## src/rtl/alarm_pkg.sv

```systemverilog
// Shared types and packed-BCD time layout for the alarm sequencing controller.
package alarm_pkg;

   localparam int TIME_W = 20;

   // Packed BCD time: hh:mm:ss, seconds in the low bits.
   localparam int SEC_U_LSB  = 0;
   localparam int SEC_U_MSB  = 3;
   localparam int SEC_T_LSB  = 4;
   localparam int SEC_T_MSB  = 6;
   localparam int MIN_U_LSB  = 7;
   localparam int MIN_U_MSB  = 10;
   localparam int MIN_T_LSB  = 11;
   localparam int MIN_T_MSB  = 13;
   localparam int HOUR_U_LSB = 14;
   localparam int HOUR_U_MSB = 17;
   localparam int HOUR_T_LSB = 18;
   localparam int HOUR_T_MSB = 19;

   typedef enum logic [1:0] {
      DISARMED = 2'd0,
      ARMED    = 2'd1,
      RINGING  = 2'd2,
      SNOOZING = 2'd3
   } alarm_state_e;

endpackage

```

## src/rtl/alarm_beep_gen.sv

```systemverilog
// Buzzer square-wave generator; divider and phase are held at zero while disabled.
module alarm_beep_gen #(
   parameter int BEEP_HALF_PERIOD = 1
) (
   input  logic i_clk,
   input  logic i_rst_n,
   input  logic i_en,
   output logic o_beep
);

   localparam int DIV_W = (BEEP_HALF_PERIOD > 1) ? $clog2(BEEP_HALF_PERIOD) : 1;
   localparam logic [DIV_W-1:0] DIV_LAST = DIV_W'(BEEP_HALF_PERIOD - 1);

   logic [DIV_W-1:0] div;
   logic             phase;

   always_ff @(posedge i_clk or negedge i_rst_n) begin
      if (!i_rst_n) begin
         div   <= '0;
         phase <= 1'b0;
      end else if (!i_en) begin
         div   <= '0;
         phase <= 1'b0;
      end else if (div == DIV_LAST) begin
         div   <= '0;
         phase <= ~phase;
      end else begin
         div   <= div + 1'b1;
      end
   end

   assign o_beep = phase;

endmodule

```

## src/rtl/alarm_ctrl.sv

```systemverilog
// Alarm ring/snooze/stop/timeout sequencer with buzzer drive.
// Optional snooze limit: define ALARM_SNOOZE_LIMIT_EN.
module alarm_ctrl
   import alarm_pkg::*;
#(
   parameter int SNOOZE_SECONDS       = 300,
   parameter int RING_TIMEOUT_SECONDS = 60,
   parameter int BEEP_HALF_PERIOD     = 1,
   parameter int MAX_SNOOZES          = 3
) (
   input  logic              i_clk,
   input  logic              i_rst_n,
   input  logic              i_tick_1hz,
   input  logic [TIME_W-1:0] i_cur_time,
   input  logic [TIME_W-1:0] i_alarm_time,
   input  logic              i_alarm_wr_en,
   input  logic              i_arm_toggle,
   input  logic              i_snooze,
   input  logic              i_stop,
   output logic [1:0]        o_state,
   output logic              o_buzzer,
   output logic              o_armed,
   output logic [15:0]       o_snooze_remaining
);

   localparam logic [15:0] RING_LOAD = 16'(RING_TIMEOUT_SECONDS);
   localparam logic [15:0] SNZ_LOAD  = 16'(SNOOZE_SECONDS);

   alarm_state_e state_q, state_d;
   logic [15:0]  ring_cnt, ring_d;
   logic [15:0]  snz_cnt, snz_d;
   logic         match_q, match_rise;
   logic         armed_q;
   logic         snooze_ok;
   logic         beep_en;

   // Edge-detect the match so the alarm fires once per entry; edits never fire it.
   assign match_rise = (i_cur_time == i_alarm_time) & ~match_q & ~i_alarm_wr_en;

`ifdef ALARM_SNOOZE_LIMIT_EN
   localparam int SC_W = $clog2(MAX_SNOOZES + 1);
   logic [SC_W-1:0] snooze_cnt;

   assign snooze_ok = (snooze_cnt != SC_W'(MAX_SNOOZES));

   always_ff @(posedge i_clk or negedge i_rst_n) begin
      if (!i_rst_n) begin
         snooze_cnt <= '0;
      end else if (state_d == ARMED || state_d == DISARMED) begin
         snooze_cnt <= '0;
      end else if (state_q == RINGING && state_d == SNOOZING) begin
         snooze_cnt <= snooze_cnt + 1'b1;
      end
   end
`else
   // Unlimited snooze; the limit parameter has no effect in this build.
   assign snooze_ok = (MAX_SNOOZES != 0) | 1'b1;
`endif

   always_comb begin
      state_d = state_q;
      ring_d  = ring_cnt;
      snz_d   = snz_cnt;
      case (state_q)
         DISARMED: begin
            if (i_arm_toggle) state_d = ARMED;
         end
         ARMED: begin
            if (i_arm_toggle) begin
               state_d = DISARMED;
            end else if (match_rise) begin
               state_d = RINGING;
               ring_d  = RING_LOAD;
            end
         end
         RINGING: begin
            if (i_stop) begin
               state_d = ARMED;
            end else if (i_arm_toggle) begin
               state_d = DISARMED;
            end else if (i_snooze && snooze_ok) begin
               state_d = SNOOZING;
               snz_d   = SNZ_LOAD;
            end else if (i_tick_1hz) begin
               if (ring_cnt == 16'd1) state_d = ARMED;
               else                   ring_d  = ring_cnt - 16'd1;
            end
         end
         SNOOZING: begin
            if (i_stop) begin
               state_d = ARMED;
            end else if (i_arm_toggle) begin
               state_d = DISARMED;
            end else if (i_tick_1hz) begin
               if (snz_cnt == 16'd1) begin
                  state_d = RINGING;
                  ring_d  = RING_LOAD;
               end else begin
                  snz_d   = snz_cnt - 16'd1;
               end
            end
         end
         default: state_d = DISARMED;
      endcase
      if (state_d != RINGING)  ring_d = '0;
      if (state_d != SNOOZING) snz_d  = '0;
   end

   always_ff @(posedge i_clk or negedge i_rst_n) begin
      if (!i_rst_n) begin
         state_q  <= DISARMED;
         ring_cnt <= '0;
         snz_cnt  <= '0;
         match_q  <= 1'b0;
         armed_q  <= 1'b0;
      end else begin
         state_q  <= state_d;
         ring_cnt <= ring_d;
         snz_cnt  <= snz_d;
         match_q  <= (i_cur_time == i_alarm_time);
         armed_q  <= (state_d != DISARMED);
      end
   end

   // Enable drops on the entry and exit edges so the phase register alone is the buzzer.
   assign beep_en = (state_q == RINGING) && (state_d == RINGING);

   alarm_beep_gen #(
      .BEEP_HALF_PERIOD(BEEP_HALF_PERIOD)
   ) u_beep (
      .i_clk  (i_clk),
      .i_rst_n(i_rst_n),
      .i_en   (beep_en),
      .o_beep (o_buzzer)
   );

   assign o_state            = state_q;
   assign o_armed            = armed_q;
   assign o_snooze_remaining = snz_cnt;

endmodule

```

## config.mk

```make
export PLATFORM = sky130hd
export DESIGN_NAME = alarm_ctrl
export DESIGN_NICKNAME = d
export VERILOG_FILES = /design/src/rtl/alarm_pkg.sv /design/src/rtl/alarm_beep_gen.sv /design/src/rtl/alarm_ctrl.sv
export SDC_FILE = /design/constraint.sdc
export NUM_CORES = 1
export LEC_CHECK = 0
export BUFFER_PORTS_ARGS = -buffer_cell sky130_fd_sc_hd__buf_2
export CORE_MARGIN = 8
export CORE_UTILIZATION = 50
export CTS_BUF_LIST = sky130_fd_sc_hd__clkbuf_8
export CTS_CLUSTER_SIZE = 10
export DETAILED_ROUTE_END_ITERATION = 10
export GPL_ROUTABILITY_DRIVEN = 0
export PLACE_DENSITY = 0.79
export SLEW_MARGIN = 5
export SYNTH_ARGS = -nofsm -noshare
export SYNTH_HDL_FRONTEND = slang
export SYNTH_SLANG_ARGS = --single-unit
```

## constraint.sdc

```tcl
create_clock -name i_clk -period 2.2 [get_ports i_clk]
set_input_delay 0.11 -clock i_clk [delete_from_list [all_inputs] [get_ports i_clk]]
set_output_delay 0.11 -clock i_clk [all_outputs]
set_load 0.05 [all_outputs]
```

==> impl_metrics.csv, run 1 <==
group,metric,value,unit
sta,slew_violations,0,
critical_path,worstPathMaxFanout,8,
synth,synth.distinct_cells,51,
sta,skew,0.007527,ns
sta,clock.fmax,431.3,MHz
placement,place.port_buffers,66,
power_and_ir_drop,seq_power_share,0.437,
critical_path,critPathSlowestCell,"dfrtp_1",
grt,grt_pass1_vias,2792,
finish,finalNetCount,453,
finish,stdcell_area,3643,um^2
grt,antenna_found_initial,0,
floorplan,fp-row-count,26,
worst_hold_path,worstHoldPathType,"in2reg",
finish,area_delta_synth_final,42.81,%
synth,syn-instance-count,292,
routing,wire_per_inst,18.51,um
synth,yosysTopAreaCell,"dfrtp_1",
routing,first_iter_violations,155,
synth,yosys_warnings,0,
critical_path,cp-start-kind,"register",
power_and_ir_drop,netSwitchingFraction,0.2604,
grt,grt_max_degree,38,
cts,cts_buffer_depth,2,
floorplan,die_w,87.43,um
sta,finalCritPeriodShare,1.054,
cts,clk_latency,0.29,ns
floorplan,die_y,87.43,um
run,drv_cap,0,
power_and_ir_drop,power_density,430.9,nW/um^2
power_and_ir_drop,p_switching,408.9,uW
power_and_ir_drop,p_leak,1.676,nW
critical_path,critPathMaxStageDelay,0.42,ns
floorplan,core_region_area,5010,um^2
routing,drc,0,
critical_path,cp.required,2.40,ns
finish,drive_gt1_frac,0.4442,
finish,nFillCells,411,
synth,synth_commonest_cells,"dfrtp_1, nor3_1, a21oi_1",
routing,final_antenna_net_count,0,
critical_path,cp_data_arrival_time,2.51,ns
status,run_status,"finished with violations",
synth,synth_area,2551,um^2
routing,via_per_inst,6.171,
power_and_ir_drop,p_int,1.161,mW
synth,ys_ff_latch,37,
placement,postPlaceCellArea,3174,um^2
synth,synth_most_common_cell,"dfrtp_1",
worst_hold_path,worstHoldStart,"i_alarm_time[13]",
cts,cts_tree,"done",
power_and_ir_drop,clock_power_share,0.388,
status,violations,"negative setup slack",
critical_path,end_kind,"register",
critical_path,cp_cell_sequence,"inv_2 > ha_1 > nor4b_4 > nand4_1 > buf_4 > a22oi_2 > and2_4 > o21ai_1 > a21oi_1",
synth,async_flop_share,1.000,
critical_path,crit_path_start,"ring_cnt[1]$_DFFE_PN0P_",
floorplan,initial_utilization,0.5092,
sta,hold_viol,0,
finish,instances_no_fill,473,
placement,place_hpwl,5743,um
synth,synthTopCellsByArea,"dfrtp_1, xor2_1, nor3_1",
power_and_ir_drop,worst_ir_drop_vdd,0.2665,mV
floorplan,num_io_pins,67,
sta,setup_viol,29,
sta,rsz0062_at_grt,"true",
grt,grt_overflow,0,
routing,num_vias,2919,
critical_path,worstSetupPathType,"reg2reg",
sta,fin_ws,-0.1184,ns
critical_path,r2r-start,"ring_cnt[1]$_DFFE_PN0P_",
finish,diodes,0,
synth,synth_seq_area_share,0.3629,
power_and_ir_drop,combinationalPowerShare,0.175,
sta,fin_setup_tns,-1.567,ns
finish,final_util,0.7273,
floorplan,die-area,7644,um^2
placement,dp.cells,449,
grt,grt_pass1_wl,13260,um
cts,cts.clk_slew.worst_paths,0.07,ns
sta,post-route-min-period,2.318,ns
synth,synth_edf_count,0,
synth,yosysTopAreaCellShare,0.3629,
synth,synth-main-ff-cell,"dfrtp_1",
grt,track_usage,0.2166,
cts,cts.sinks,37,
sta,worst_pin_slew,0.8586,ns
cts,cts_buffers,5,
cts,h-tree-depth,2,
cts,clockRootBuffer,"clkbuf_8",
placement,post-place-ws,-0.05072,ns
sta,max-slew-margin-rel,0.4276,
routing,drt_first_pass_iters,5,
routing,routed_wl,8757,um
synth,syn_area_per_cell,8.737,um^2
synth,synth_nets,343,
-- final cells by class --
type / instances / area, um^2 / share of cell area
Timing Repair Buffer: 111 / 674.4 / 0.1851
Clock inverter: 2 / 33.78 / 0.009272
Tap cell: 70 / 87.58 / 0.02404
Inverter: 9 / 33.78 / 0.009272
Clock buffer: 6 / 82.58 / 0.02266
Sequential cell: 37 / 938.4 / 0.2576
Multi-Input combinational cell: 238 / 1793 / 0.4921
-- what timing repair did --
item	CTS	global route
hold buffers	1	0
cloned	2	2
buffers inserted	4	7
gates resized for setup	11	40
setup endpoints to repair	15	35
endpoints found under the hold margin	37	0
pin swaps	3	29
-- cells by family after synthesis --
family | share of synthesized area
AOI/OAI and AO/OA | 0.1942
xor gates and xnor gates | 0.06866
adders and majority gates | 0.01962
buffers and inverters | 0.04021
DFF | 0.3629
and+or+nand+nor | 0.3144
-- final timing paths --
path / endpoint / slack [ns] / cells after the start
worst max-delay path: ring_cnt[0]$_DFFE_PN0P_ / -0.12 / 9
worst min-delay path: match_q$_DFF_PN0_ / 0.26 / 5
worst max register to register: ring_cnt[0]$_DFFE_PN0P_ / -0.12 / 9
worst min register to register: u_beep.o_beep$_DFF_PN0_ / 0.43 / 1
max in group asynchronous: o_state[1]$_DFF_PN0_ / 1.14 / 2
min in group asynchronous: ring_cnt[3]$_DFFE_PN0P_ / 0.47 / 2
-- through the flow --
step           hold slack [ns]  total power [mW]
2_1_floorplan          -0.1856            0.8337
3_3_place_gp            0.2636            0.9356
3_5_place_dp            0.2633            0.9429
4_1_cts                 0.2598             1.556
5_1_grt                 0.2698             1.637
6_report                0.2629             1.570
-- cells in the final DEF (no fill, tap or decap), types with 4 or more instances in the layout --
master    synthesis  final
buf_2             7     66
buf_4             0     43
dfrtp_1          37     27
nor3_1           24     22
xor2_1           20     20
nand2_1          20     18
nor2_1           17     17
a21oi_1          22     15
nand3_1          11     11
dfrtp_2           0     10
or4_1            12      9
or3_1            10      8
a21oi_2           1      7
inv_1             8      6
nor4_1           10      6
o21a_1            6      6
o21ai_0           9      6
clkbuf_8          0      6
nor4_2            3      5
nand2b_1          5      5
nand4_1           4      4
a31oi_1           5      4
and2_4            1      4
o31ai_2           0      4
o31ai_1           8      4
-- layer usage --
metal	share of wire	GRT usage
met1	0.38	0.2494
met2	0.54	0.3857
met3	0.059	0.04528
met4	0.021	0.07031
met5	0	0
-- critical path, delay by kind of cell (launching register included) --
| kind | cells | cell delay [ns] |
|---|---|---|
| AO/OA/AOI/OAI | 3 | 0.67 |
| buffers and inverters | 2 | 0.29 |
| adder cells (fa/ha/maj) | 1 | 0.15 |
| flip-flops | 1 | 0.42 |
| AND/OR/NAND/NOR | 3 | 0.70 |
-- power groups by stage --
stage                     registers [mW]  logic (mW)  clock network (mW)
after floorplan                    0.722       0.112                   0
after global placement             0.700       0.236                   0
after detailed placement           0.700       0.243                   0
after CTS                          0.686       0.251               0.618
after global routing               0.687       0.295               0.655
final                              0.687       0.274               0.609
-- state kept, by name, summed over array words and instances, names as in the netlist --
| register | flops |
|---|---|
| o_snooze_remaining | 16 |
| o_armed | 1 |
| ring_cnt | 16 |
| match_q | 1 |
| o_state | 2 |
| u_beep.o_beep | 1 |
Note: power is estimated with default switching activity, not from simulation.
==> inputs of run 2 (changes only) <==
- CELL_PAD_IN_SITES_DETAIL_PLACEMENT: default -> 0
- CELL_PAD_IN_SITES_GLOBAL_PLACEMENT: default -> 1
- CORE_UTILIZATION: 50 -> 37
- PLACE_DENSITY: 0.79 -> default
- PLACE_DENSITY_LB_ADDON: default -> 0.1
- REMOVE_ABC_BUFFERS: default -> 1
==> impl_metrics.csv, run 2 (synthesis results as in run 1) <==
group,metric,value,unit
status,run_status,"finished with violations",
status,violations,"negative setup slack",
grt,grt_pass1_vias,2795,
finish,nFillCells,608,
cts,cts_buffer_depth,2,
sta,fin_ws,-0.04623,ns
power_and_ir_drop,p_switching,439.7,uW
critical_path,worst_path_dominant_cell_family,"simple AND/OR/NAND/NOR gates",
power_and_ir_drop,netSwitchingFraction,0.2717,
sta,post-route-min-period,2.246,ns
sta,whs,0.2485,ns
finish,instances_no_fill,505,
critical_path,critPathSlowestCell,"or4b_4",
power_and_ir_drop,p_int,1.179,mW
routing,routed_wl,8755,um
cts,cts_buffers,5,
power_and_ir_drop,p_leak,1.852,nW
routing,drt_first_pass_iters,4,
cts,clockRootBuffer,"clkbuf_8",
power_and_ir_drop,power_density,410.6,nW/um^2
critical_path,critPathMaxStageDelay,0.62,ns
finish,diodes,0,
critical_path,cp.required,2.43,ns
critical_path,cp_cell_sequence,"ha_2 > nor4b_2 > nand4_1 > buf_4 > o21bai_1 > o31a_1 > buf_6 > or4b_4 > a21oi_2",
floorplan,initial_utilization,0.3797,
worst_hold_path,worstHoldPathType,"in2reg",
power_and_ir_drop,worst_ir_drop_vdd,0.2232,mV
cts,cts.clk_slew.worst_paths,0.08,ns
finish,final_util,0.5866,
floorplan,num_io_pins,67,
critical_path,worstSetupPathType,"reg2reg",
floorplan,fp-row-count,30,
cts,cts.sinks,37,
power_and_ir_drop,seq_power_share,0.424,
sta,rsz0062_at_grt,"true",
critical_path,path_buf_inv,2,
power_and_ir_drop,combinationalPowerShare,0.180,
finish,layout_common_cells,"buf_2, buf_4, dfrtp_1, xor2_1",
sta,finalCritPeriodShare,1.021,
grt,track_usage,0.1631,
routing,final_antenna_net_count,0,
routing,first_iter_violations,82,
cts,h-tree-depth,2,
critical_path,end_kind,"register",
routing,wire_per_inst,17.34,um
finish,finalNetCount,475,
grt,grt_overflow,0,
finish,drive_gt1_frac,0.4753,
floorplan,die_w,99.04,um
grt,grt_max_degree,38,
sta,clock.fmax,445.2,MHz
critical_path,cp-start-kind,"register",
sta,max-slew-margin-rel,0.4088,
floorplan,die-area,9808,um^2
sta,skew,0.006461,ns
cts,cts_tree,"done",
critical_path,cp_data_arrival_time,2.47,ns
placement,place_hpwl,5967,um
finish,area_delta_synth_final,54.49,%
sta,fin_setup_tns,-0.2200,ns
grt,grt_pass1_wl,13090,um
sta,hold_viol,0,
grt,antenna_found_initial,0,
routing,drc,0,
sta,slew_violations,0,
floorplan,core_region_area,6719,um^2
sta,setup_viol,7,
sta,worst_pin_slew,0.8868,ns
run,drv_cap,0,
floorplan,die_y,99.04,um
critical_path,worstPathMaxFanout,6,
placement,place.port_buffers,66,
cts,clk_latency,0.29,ns
finish,layout_commonest_cell,"buf_2",
placement,dp.cells,479,
power_and_ir_drop,clock_power_share,0.395,
routing,via_per_inst,5.634,
routing,num_vias,2845,
[run 2: cell types whose count changed in the layout (fill, tap and decap cells not counted), sizes merged]
cell | previous run | this run
clkbuf | 6 | 7
buf | 110 | 133
clkinvlp | 0 | 1
inv | 9 | 8
and2 | 5 | 3
[run 2: routing by layer]
layer  vias up  global-route usage  part of all wire
met3        15             0.02326             0.028
met2        49              0.3009              0.55
met4         0             0.04723             0.015
met5         -                   0                 0
li1       1393                   -                 -
met1      1388              0.1887              0.40
[run 2: repair_timing]
action	CTS	global route
resized for setup	3	69
hold buffers	1	0
buffers inserted	0	15
setup endpoints to repair	13	18
cloned	0	3
endpoints found under the hold margin	37	0
pin swaps	0	26
[run 2: path summary, 6_finish.rpt]
path,startpoint,endpoint,slack [ns],cells past startpoint
max reg2reg,ring_cnt[0]$_DFFE_PN0P_,ring_cnt[6]$_DFFE_PN0P_,-0.05,9
min in group asynchronous,i_rst_n,ring_cnt[4]$_DFFE_PN0P_,0.47,2
min,i_alarm_time[12],match_q$_DFF_PN0_,0.25,5
max,ring_cnt[0]$_DFFE_PN0P_,ring_cnt[6]$_DFFE_PN0P_,-0.05,9
max in group asynchronous,i_rst_n,o_snooze_remaining[12]$_DFFE_PN0P_,1.18,2
min reg2reg,u_beep.o_beep$_DFF_PN0_,u_beep.o_beep$_DFF_PN0_,0.43,1
[run 2: worst reg2reg max path: cells and delay by family, from the launching register on]
kind | cells | cell delay [ns]
simple gates | 3 | 0.94
flops | 1 | 0.42
compound gates | 3 | 0.37
buf+inv | 2 | 0.28
fa+ha+maj | 1 | 0.18
[run 2: cell type report]
type                       count  area [um^2]  share of cell area
tap                           80        100.1             0.02540
clock buffer                   6        82.58             0.02095
inverter                       9        33.78            0.008571
multi-input combinational    236         1853              0.4702
timing repair buffer         135        908.4              0.2305
sequential                    37        925.9              0.2349
clock inverter                 2        37.54            0.009524
[run 2: power by group through the flow]
stage | Clock (mW) | Sequential (mW) | Combinational (mW)
2_1_floorplan | 0 | 0.726 | 0.101
3_3_place_gp | 0 | 0.700 | 0.247
3_5_place_dp | 0 | 0.700 | 0.251
4_1_cts | 0.650 | 0.687 | 0.253
5_1_grt | 0.676 | 0.687 | 0.318
6_report | 0.640 | 0.686 | 0.292
[run 2: through the flow]
stage	instance area, um^2	setup WS, ns	power, mW
global route	3941	-0.1179	1.682
detailed placement	3323	-0.02147	0.9511
CTS	3472	0.003496	1.589
floorplan	2482	-0.3282	0.8274
finish	3941	-0.04623	1.618
global placement	3323	0.01054	0.9469
==> inputs of run 3 (changes only) <==
- CORE_ASPECT_RATIO: default -> 0.75
- CORE_UTILIZATION: 37 -> 40
- SKIP_CTS_REPAIR_TIMING: default -> 1
- clock period: 2.2 -> 2.35 ns (I/O delays scaled with it)
==> impl_metrics.csv, run 3 (synthesis results as in run 1) <==
group,metric,value,unit
power_and_ir_drop,netSwitchingFraction,0.2622,
power_and_ir_drop,finalPower,1.466,mW
critical_path,cp_data_arrival_time,2.52,ns
finish,nFillCells,592,
routing,dr.max_layer_used,"met4",
cts,cts_tree,"done",
grt,grt_max_degree,38,
status,run_status,"finished with violations",
finish,seq_area,930.9,um^2
grt,grt_overflow,0,
routing,final_antenna_net_count,0,
floorplan,die_w,108.2,um
routing,routed-wl-met3,646,um
sta,slew_violations,0,
sta,hold_viol,37,
sta,finalCritPeriodShare,0.9741,
grt,grt_pass1_vias,2616,
critical_path,end_kind,"register",
cts,cts_buffer_depth,2,
grt,antenna_found_initial,0,
routing,via_per_inst,5.738,
sta,whs,-0.06816,ns
sta,rsz0062_at_grt,"true",
power_and_ir_drop,clock_power_share,0.398,
cts,clockRootBuffer,"clkbuf_8",
routing,wl_met1,3936,um
routing,num_vias,2691,
cts,cts_buffers,5,
grt,track_usage,0.1665,
finish,layout_commonest_cell,"buf_2",
critical_path,worstRegToRegCells,8,
sta,setup_viol,0,
cts,cts.clk_slew.worst_paths,0.08,ns
routing,drc,0,
finish,drive_gt1_frac,0.3660,
sta,post-route-min-period,2.289,ns
run,drv_cap,0,
sta,worst_pin_slew,0.8680,ns
finish,finalNetCount,438,
critical_path,worstSetupPathType,"reg2reg",
floorplan,die-area,9216,um^2
finish,diodes,0,
placement,place.port_buffers,66,
cts,clk_latency,0.30,ns
routing,routed_wl,7848,um
floorplan,die_y,85.17,um
routing,wl_met2,3173,um
power_and_ir_drop,p_leak,1.593,nW
power_and_ir_drop,p_int,1.081,mW
floorplan,num_io_pins,67,
cts,cts.sinks,37,
power_and_ir_drop,power_density,429.5,nW/um^2
routing,drt_first_pass_iters,4,
grt,grt_pass1_wl,12420,um
placement,place_hpwl,5683,um
sta,clock.fmax,436.8,MHz
power_and_ir_drop,seq_power_share,0.439,
power_and_ir_drop,combinationalPowerShare,0.163,
power_and_ir_drop,worst_ir_drop_vdd,0.2057,mV
routing,wire_per_inst,16.73,um
critical_path,cp-start-kind,"register",
worst_hold_path,worstHoldPathType,"in2async",
power_and_ir_drop,p_switching,384.3,uW
critical_path,cp.required,2.58,ns
sta,max-slew-margin-rel,0.4214,
sta,skew,0.01173,ns
sta,fin_setup_tns,0,ns
finish,area_delta_synth_final,33.74,%
critical_path,worstPathMaxFanout,10,
floorplan,core_region_area,6225,um^2
routing,first_iter_violations,143,
cts,h-tree-depth,2,
finish,layout_common_cells,"buf_2, dfrtp_1, buf_4, nor3_1, xor2_1",
floorplan,initial_utilization,0.4098,
finish,multi_input_area,1659,um^2
status,violations,"negative hold slack",
floorplan,fp-row-count,25,
-- run 3: per-layer routing --
layer / vias to the layer above / global-route usage
met4: 0 / 0.04146
met3: 9 / 0.04769
met2: 102 / 0.2340
met1: 1271 / 0.2397
met5: - / 0
li1: 1309 / -
-- run 3: path summary, 6_finish.rpt --
path,slack [ns],to,from
worst max register to register,0.06,ring_cnt[14]$_DFFE_PN0P_,o_snooze_remaining[1]$_DFFE_PN0P_
worst max-delay path,0.06,ring_cnt[14]$_DFFE_PN0P_,o_snooze_remaining[1]$_DFFE_PN0P_
max in group asynchronous,1.83,o_snooze_remaining[0]$_DFFE_PN0P_,i_rst_n
worst min register to register,0.42,u_beep.o_beep$_DFF_PN0_,u_beep.o_beep$_DFF_PN0_
worst min-delay path,-0.07,ring_cnt[13]$_DFFE_PN0P_,i_rst_n
min in group i_clk,0.26,match_q$_DFF_PN0_,i_alarm_time[8]
-- run 3: critical path, cell delays in order (launching register included) --
cell and delay (ns):
dfrtp_1 0.40, inv_2 0.06, ha_2 0.16, nor4b_4 0.27, and4_4 0.32, a22oi_2 0.12
and2_4 0.22, or4_1 0.53, a21oi_2 0.15
-- run 3: power groups by stage --
stage                     Combinational [mW]  Sequential [mW]  Clock [mW]
after floorplan                       0.0948            0.680           0
after global placement                 0.224            0.656           0
after detailed placement               0.226            0.656           0
after CTS                              0.226            0.644       0.599
after global routing                   0.260            0.645       0.621
final                                  0.238            0.644       0.583
-- run 3: final cells by class --
class / instances / area share
repair buffers: 98 / 0.1672
well taps: 81 / 0.02970
multi-input cells: 236 / 0.4862
clock inverters: 2 / 0.009901
clock buffers: 6 / 0.02420
flip-flops and latches: 37 / 0.2728
inverters: 9 / 0.009901
-- run 3: stage by stage --
step	cells	cell area [um^2]	utilization	worst slack, ns
finish	469	3412	0.5481	0.06083
global route	469	3412	0.5481	-0.04904
CTS	465	3256	0.5230	-0.01629
detailed placement	457	3139	0.5043	0.008803
global placement	457	3139	0.5043	0.1064
floorplan	280	2482	-	-0.1782
